[src/rtl/lcd_window_timing_if.sv]
// Panel-side signal bundle for lcd_window_timing.
// Frame_count exists only when LCD_WINDOW_FRAME_COUNT_EN is defined.
interface lcd_window_timing_if #(
    parameter int CFG_W = 32
);
    logic             Enable;
    logic [CFG_W-1:0] Cfg_in;
    logic [CFG_W-1:0] Cfg_out;
    logic             Clock_en;
    logic [10:0]      H_Count;
    logic [9:0]       V_Count;
    logic [9:0]       Coord_X;
    logic [9:0]       Coord_Y;
    logic             HD;
    logic             VD;
    logic             DEN;
    logic             Read_en;
    logic             Frame_start;
`ifdef LCD_WINDOW_FRAME_COUNT_EN
    logic [31:0]      Frame_count;
`endif

    modport master (
        input  Enable, Cfg_in,
        output Cfg_out, Clock_en, H_Count, V_Count, Coord_X, Coord_Y,
               HD, VD, DEN, Read_en, Frame_start
`ifdef LCD_WINDOW_FRAME_COUNT_EN
        , output Frame_count
`endif
    );

    modport slave (
        output Enable, Cfg_in,
        input  Cfg_out, Clock_en, H_Count, V_Count, Coord_X, Coord_Y,
               HD, VD, DEN, Read_en, Frame_start
`ifdef LCD_WINDOW_FRAME_COUNT_EN
        , input Frame_count
`endif
    );
endinterface

[src/rtl/lcd_window_timing.sv]
// LCD raster timing: pixel enable, H/V counters, syncs, DEN, FIFO prefetch strobe and a
// frame-synchronous config shadow. LCD_WINDOW_FRAME_COUNT_EN adds a completed-frame counter.
module lcd_window_timing #(
    parameter int H_TOTAL     = 1056,
    parameter int H_ACT_START = 216,
    parameter int H_ACT       = 640,
    parameter int V_TOTAL     = 525,
    parameter int V_ACT_START = 35,
    parameter int V_ACT       = 480,
    parameter int HS_W        = 1,
    parameter int VS_W        = 1,
    parameter int CLK_DIV     = 2,
    parameter int READ_LEAD   = 2,
    parameter int CFG_W       = 32
) (
    input  logic                Clock,
    input  logic                Reset,
    lcd_window_timing_if.master bus
);
    typedef enum logic {S_IDLE, S_RUN} state_t;

    localparam int DW = (CLK_DIV > 2) ? $clog2(CLK_DIV) : 1;
    localparam logic [DW-1:0] DIV_LAST = DW'(CLK_DIV - 1);
    localparam logic [10:0] H_LAST = 11'(H_TOTAL - 1);
    localparam logic [10:0] H_AS   = 11'(H_ACT_START);
    localparam logic [10:0] H_AE   = 11'(H_ACT_START + H_ACT);
    localparam logic [10:0] H_RS   = 11'(H_ACT_START - READ_LEAD);
    localparam logic [10:0] H_RE   = 11'(H_ACT_START + H_ACT - READ_LEAD);
    localparam logic [10:0] H_SW   = 11'(HS_W);
    localparam logic [9:0]  V_LAST = 10'(V_TOTAL - 1);
    localparam logic [9:0]  V_AS   = 10'(V_ACT_START);
    localparam logic [9:0]  V_AE   = 10'(V_ACT_START + V_ACT);
    localparam logic [9:0]  V_SW   = 10'(VS_W);

    if (CLK_DIV < 2) begin : g_chk_div
        $error("lcd_window_timing: CLK_DIV must be at least 2");
    end
    if (READ_LEAD < 0 || READ_LEAD >= H_ACT_START) begin : g_chk_lead
        $error("lcd_window_timing: READ_LEAD must satisfy 0 <= READ_LEAD < H_ACT_START");
    end
    if (H_ACT_START + H_ACT > H_TOTAL || V_ACT_START + V_ACT > V_TOTAL) begin : g_chk_act
        $error("lcd_window_timing: active region exceeds its total");
    end
    if (H_TOTAL > 2048 || V_TOTAL > 1024 || H_ACT > 1024) begin : g_chk_width
        $error("lcd_window_timing: raster does not fit the counter widths");
    end

    state_t           r_state, w_state_nx;
    logic [DW-1:0]    r_div, w_div_nx;
    logic [10:0]      r_h, w_h_nx;
    logic [9:0]       r_v, w_v_nx;
    logic             w_rise, w_wrap, w_h_act, w_v_act, w_den, w_rd;
    logic             r_ce, r_hd, r_vd, r_den, r_rd, r_fs;
    logic [9:0]       r_x, r_y;
    logic [CFG_W-1:0] r_cfg;

    always_comb begin
        // NOTE: every signal driven here gets a default first, so no latch can be inferred.
        w_state_nx = bus.Enable ? S_RUN : S_IDLE;
        w_rise     = bus.Enable && (r_state == S_IDLE);
        w_wrap     = 1'b0;
        w_div_nx   = r_div + DW'(1);
        w_h_nx     = r_h;
        w_v_nx     = r_v;
        if (w_rise) begin
            w_div_nx = '0;
            w_h_nx   = '0;
            w_v_nx   = '0;
        end else if (r_div == DIV_LAST) begin
            w_div_nx = '0;
            if (r_h == H_LAST) begin
                w_h_nx = '0;
                if (r_v == V_LAST) begin
                    w_v_nx = '0;
                    w_wrap = 1'b1;
                end else begin
                    w_v_nx = r_v + 10'd1;
                end
            end else begin
                w_h_nx = r_h + 11'd1;
            end
        end
    end

    // Decode from the next-state counters so registered outputs line up with H/V_Count.
    assign w_h_act = (w_h_nx >= H_AS) && (w_h_nx < H_AE);
    assign w_v_act = (w_v_nx >= V_AS) && (w_v_nx < V_AE);
    assign w_den   = w_h_act && w_v_act;
    assign w_rd    = (w_div_nx == '0) && w_v_act && (w_h_nx >= H_RS) && (w_h_nx < H_RE);

    always_ff @(posedge Clock) begin
        // NOTE: sequential state uses non-blocking assignments only, so every register sees pre-edge values.
        if (Reset || !bus.Enable) begin
            r_state <= S_IDLE;
            r_div   <= '0;
            r_h     <= '0;
            r_v     <= '0;
            r_ce    <= 1'b0;
            r_hd    <= 1'b1;
            r_vd    <= 1'b1;
            r_den   <= 1'b0;
            r_rd    <= 1'b0;
            r_fs    <= 1'b0;
            r_x     <= '0;
            r_y     <= '0;
            if (Reset) r_cfg <= '0;
        end else begin
            r_state <= w_state_nx;
            r_div   <= w_div_nx;
            r_h     <= w_h_nx;
            r_v     <= w_v_nx;
            r_ce    <= (w_div_nx == DIV_LAST);
            r_hd    <= (w_h_nx >= H_SW);
            r_vd    <= (w_v_nx >= V_SW);
            r_den   <= w_den;
            r_rd    <= w_rd;
            r_fs    <= w_rise || w_wrap;
            r_x     <= w_den ? 10'(w_h_nx - H_AS) : '0;
            r_y     <= w_den ? 10'(w_v_nx - V_AS) : '0;
            if (w_rise || w_wrap) r_cfg <= bus.Cfg_in;
        end
    end

`ifdef LCD_WINDOW_FRAME_COUNT_EN
    logic [31:0] r_fc;

    // Only raster wraps count; an Enable rise restarts the frame without completing one.
    always_ff @(posedge Clock) begin
        if (Reset) begin
            r_fc <= '0;
        end else if (bus.Enable && w_wrap) begin
            r_fc <= r_fc + 32'd1;
        end
    end

    assign bus.Frame_count = r_fc;
`endif

    assign bus.Cfg_out     = r_cfg;
    assign bus.Clock_en    = r_ce;
    assign bus.H_Count     = r_h;
    assign bus.V_Count     = r_v;
    assign bus.Coord_X     = r_x;
    assign bus.Coord_Y     = r_y;
    assign bus.HD          = r_hd;
    assign bus.VD          = r_vd;
    assign bus.DEN         = r_den;
    assign bus.Read_en     = r_rd;
    assign bus.Frame_start = r_fs;
endmodule
[src/flat_wrapper.sv]
// flat-port wrapper written by rule: the top's interface ports become plain ports
module lcd_window_timing_flat 
#(
    parameter int H_TOTAL     = 1056,
    parameter int H_ACT_START = 216,
    parameter int H_ACT       = 640,
    parameter int V_TOTAL     = 525,
    parameter int V_ACT_START = 35,
    parameter int V_ACT       = 480,
    parameter int HS_W        = 1,
    parameter int VS_W        = 1,
    parameter int CLK_DIV     = 2,
    parameter int READ_LEAD   = 2,
    parameter int CFG_W       = 32
)
  (Clock, Reset, bus_Enable, bus_Cfg_in, bus_Cfg_out, bus_Clock_en, bus_H_Count, bus_V_Count, bus_Coord_X, bus_Coord_Y, bus_HD, bus_VD, bus_DEN, bus_Read_en, bus_Frame_start);
  lcd_window_timing_if #(.CFG_W(CFG_W)) bus_i ();
  input  logic Clock;
  input  logic Reset;
  input wire logic [$bits(bus_i.Enable)-1:0] bus_Enable;
  input wire logic [$bits(bus_i.Cfg_in)-1:0] bus_Cfg_in;
  output wire logic [$bits(bus_i.Cfg_out)-1:0] bus_Cfg_out;
  output wire logic [$bits(bus_i.Clock_en)-1:0] bus_Clock_en;
  output wire logic [$bits(bus_i.H_Count)-1:0] bus_H_Count;
  output wire logic [$bits(bus_i.V_Count)-1:0] bus_V_Count;
  output wire logic [$bits(bus_i.Coord_X)-1:0] bus_Coord_X;
  output wire logic [$bits(bus_i.Coord_Y)-1:0] bus_Coord_Y;
  output wire logic [$bits(bus_i.HD)-1:0] bus_HD;
  output wire logic [$bits(bus_i.VD)-1:0] bus_VD;
  output wire logic [$bits(bus_i.DEN)-1:0] bus_DEN;
  output wire logic [$bits(bus_i.Read_en)-1:0] bus_Read_en;
  output wire logic [$bits(bus_i.Frame_start)-1:0] bus_Frame_start;
  assign bus_i.Enable = bus_Enable;
  assign bus_i.Cfg_in = bus_Cfg_in;
  assign bus_Cfg_out = bus_i.Cfg_out;
  assign bus_Clock_en = bus_i.Clock_en;
  assign bus_H_Count = bus_i.H_Count;
  assign bus_V_Count = bus_i.V_Count;
  assign bus_Coord_X = bus_i.Coord_X;
  assign bus_Coord_Y = bus_i.Coord_Y;
  assign bus_HD = bus_i.HD;
  assign bus_VD = bus_i.VD;
  assign bus_DEN = bus_i.DEN;
  assign bus_Read_en = bus_i.Read_en;
  assign bus_Frame_start = bus_i.Frame_start;
  lcd_window_timing #(.H_TOTAL(H_TOTAL), .H_ACT_START(H_ACT_START), .H_ACT(H_ACT), .V_TOTAL(V_TOTAL), .V_ACT_START(V_ACT_START), .V_ACT(V_ACT), .HS_W(HS_W), .VS_W(VS_W), .CLK_DIV(CLK_DIV), .READ_LEAD(READ_LEAD), .CFG_W(CFG_W)) u_core (.Clock(Clock), .Reset(Reset), .bus(bus_i));
endmodule
[config.mk]
export PLATFORM = sky130hd
export DESIGN_NAME = lcd_window_timing_flat
export DESIGN_NICKNAME = d
export VERILOG_FILES = /design/src/rtl/lcd_window_timing_if.sv /design/src/rtl/lcd_window_timing.sv /design/src/flat_wrapper.sv
export SDC_FILE = /design/constraint.sdc
export NUM_CORES = 1
export LEC_CHECK = 0
export CAP_MARGIN = 5
export CORE_MARGIN = 2
export CORE_UTILIZATION = 47
export DETAILED_ROUTE_END_ITERATION = 10
export PLACE_DENSITY_LB_ADDON = 0.12
export SETUP_SLACK_MARGIN = 0.5
export SLEW_MARGIN = 25
export SYNTH_ARGS = -nofsm -noshare
export SYNTH_HDL_FRONTEND = slang
export SYNTH_SLANG_ARGS = --single-unit
[constraint.sdc]
create_clock -name Clock -period 3.65 [get_ports Clock]
set_input_delay 0.73 -clock Clock [delete_from_list [all_inputs] [get_ports Clock]]
set_output_delay 0.73 -clock Clock [all_outputs]
set_load 0.01 [all_outputs]
==> run_results.csv <==
group,metric,value,unit
run_status,status,"finished, final reports clean",
clock_network,hold_buffers,0,
power,finalPower,1.80,mW
setup_path,cp-startpoint,"u_core.bus.H_Count[10]",
global_routing,antenna_found_initial,0,
sta,holdWs,0.613,ns
floorplan,io_pins,114,
clock_network,clkSinkCount,80,
sta,finalMaxSlewViolations,0,
floorplan,fp.coreArea,7730,um2
setup_path,reg2reg_depth,8,
setup_path,path_class,"reg -> reg",
setup_path,cp-start-kind,"flop",
yosys,synth_seq_area_share,51.2,%
yosys,ys_types,53,
clock_network,cts_htree_levels,3,
yosys,synthesis.nets,434,
detailed_routing,drt_iter0_drc,189,
setup_path,cp.arrival,3.32,ns
floorplan,die_y,93.4,um
detailed_routing,drc,0,
clock_network,cts_made_buffers,9,
yosys,ys_ff_latch,80,
clock_network,cts_tree,"built",
clock_network,clk_path_buf_depth,2,
place,place.gp.congestion,0.890,
yosys,syn_area,3750,um2
floorplan,die-area,8710,um2
floorplan,dieWidth,93.4,um
clock_network,cts-root-buf,"clkbuf_8",
power,ir_worst_vdd,0.220,mV
detailed_routing,ant_nets,0,
detailed_routing,wl_per_cell,16.0,um
final_layout,final_common_cell,"clkdlybuf4s50_1",
sta,final-setup-viol-count,0,
yosys,synthSimpleGateAreaFrac,27.0,%
yosys,synth_edf_count,32,
global_routing,grt-ovfl-total,0,
detailed_routing,vias,3415,
clock_network,path_clk_slew,0.10,ns
yosys,synthArstFlopShare,0,%
setup_path,max_stage_delay,0.55,ns
global_routing,grt_max_degree,33,
yosys,syn_area_per_cell,9.62,um2
sta,fmax,0.325,GHz
setup_path,path_cells,"or4b_4 -> or4_4 -> o31a_1 -> o21ai_2 -> and3_4 -> and4bb_4 -> nor2_1 -> nor4_2",
power,power_density,335,nW/um2
final_layout,final_cell_mix,"clkdlybuf4s50_1, nor2_1, dfxtp_1",
setup_path,cp_max_fo,7,
detailed_routing,drtPass1Iterations,5,
clock_network,clock_latency,0.36,ns
yosys,synthCells,390,
final_layout,layout-drive-gt1-share,12.7,%
flow_run,max_cap_viol_count,0,
final_layout,nets,560,
hold_path,worstHoldPathCells,1,
setup_path,slowest_stage,"or4_4",
power,leakagePower,2.01,nW
sta,relSlewSlack,54.1,%
detailed_routing,via_per_inst,5.48,
place,port_buffers,113,
sta,final.setup_skew,0.0185,ns
sta,post-route-period-util,84.3,%
final_layout,diodes,0,
yosys,synth_top_family_by_area,"simple AND/OR/NAND/NOR gates",
sta,fin_crit,3.08,ns
floorplan,row_count,32,
hold_path,min_path_type,"reg -> reg",
sta,tns,0,ns
detailed_routing,wl,9950,um
sta,hold_viol_final,0,
global_routing,grt_pass1_wl,15700,um
sta,rsz0062_at_grt,"true",
final_layout,utilization,69.6,%
yosys,synthMuxAreaShare,0,%
yosys,synthAdderAreaFrac,3.00,%
setup_path,endpoint_kind,"flop",
floorplan,initial_core_util,48.6,%
yosys,ys.flop_type,"dfxtp_1",
yosys,synth_warnings,0,
global_routing,gr-usage-all-layers,23.1,%
global_routing,grt_pass1_vias,3133,
sta,worst_pin_slew,0.689,ns
setup_path,reg2reg_from,"u_core.bus.H_Count[10]",
setup_path,required,3.89,ns
hold_path,holdCritStartpoint,"u_core.r_div",
place,dpl.hpwl,7270,um
final_layout,syn_to_final_growth,43.4,%
yosys,synthXorXnorAreaFrac,3.97,%
yosys,synth_compound_area_share,11.3,%
per-layer routing:
layer	track usage (%)	wire, um
met5	0	0
met4	8.09	162
met3	5.00	952
met2	35.9	4440
met1	32.0	4390
synth_stat cells (3+ instances only):
master,number,share of area (%)
a21o_1,3,0.60
a21oi_1,13,1.7
a21oi_2,4,0.93
and2_1,35,5.8
and3_1,10,1.7
and4_1,3,0.70
clkbuf_1,13,1.3
dfxtp_1,48,26
edfxtp_1,32,26
ha_1,9,3.0
inv_1,11,1.1
nand2_1,32,3.2
nand2b_1,3,0.50
nand3_1,14,1.9
nand4_1,4,0.67
nor2_1,52,5.2
nor2b_1,3,0.50
nor3_1,11,1.5
nor4_1,5,0.83
o21a_1,4,0.80
o21ai_0,14,1.9
o21ai_2,3,0.70
or2_2,3,0.50
or4_1,5,1.0
xnor2_1,10,2.3
xor2_1,7,1.6
cell families (layout without fill, tap and decap cells):
logic type,Yosys count,count (layout)
DFF,80,80
AOI/OAI and AO/OA,63,64
xor gates and xnor gates,17,17
and+or+nand+nor,192,192
adders and majority gates,9,9
buffers and inverters,29,159
timing repair:
item	in CTS	in global routing
gates cloned	1	0
pin swaps	1	2
gates resized for setup	10	12
endpoints found under the setup margin	22	22
buffers inserted	0	1
endpoints found under the hold margin	0	0
critical path: cells and delay by family, from the launching register on:
family	cells	cell delay, ns
and+or+nand+nor	6	2.03
DFF	1	0.40
AOI/OAI and AO/OA	2	0.52
cell type report:
type / instances / area, um2
fill: 594 / 2350
tap: 102 / 128
multi-input combinational: 282 / 1790
sequential: 80 / 1930
clock buffer: 10 / 138
inverter: 11 / 41.3
clock inverter: 6 / 72.6
timing repair buffer: 132 / 1290
state kept, by name, indices dropped and copies added (netlist names):
register	flops
u_core.bus.Cfg_out	32
u_core.bus.H_Count	11
u_core.bus.Coord_X	10
u_core.bus.Coord_Y	10
u_core.bus.V_Count	10
u_core.bus.DEN	1
u_core.bus.Frame_start	1
u_core.bus.HD	1
u_core.bus.Read_en	1
u_core.bus.VD	1
u_core.r_div	1
u_core.r_state	1
power by group:
group / internal [mW] / total [mW] / switching (mW)
Clock: 0.345 / 0.695 / 0.350
Sequential: 0.955 / 0.963 / 0.00826
Combinational: 0.0856 / 0.147 / 0.0609
through the flow:
step / worst slack [ns] / cells / cell area [um2]
floorplan: 0.655 / 390 / 3750
global placement: 0.132 / 605 / 5060
detailed placement: 0.0682 / 605 / 5060
CTS: 0.522 / 622 / 5320
global route: 0.494 / 623 / 5380
finish: 0.573 / 623 / 5380
final timing paths:
kind / endpoint / slack, ns
worst max-delay path: u_core.bus.Read_en / 0.57
worst min-delay path: u_core.r_div / 0.61
worst max register to register: u_core.bus.Read_en / 0.57
worst min register to register: u_core.r_div / 0.61
Note: power is estimated with default switching activity, not from simulation.
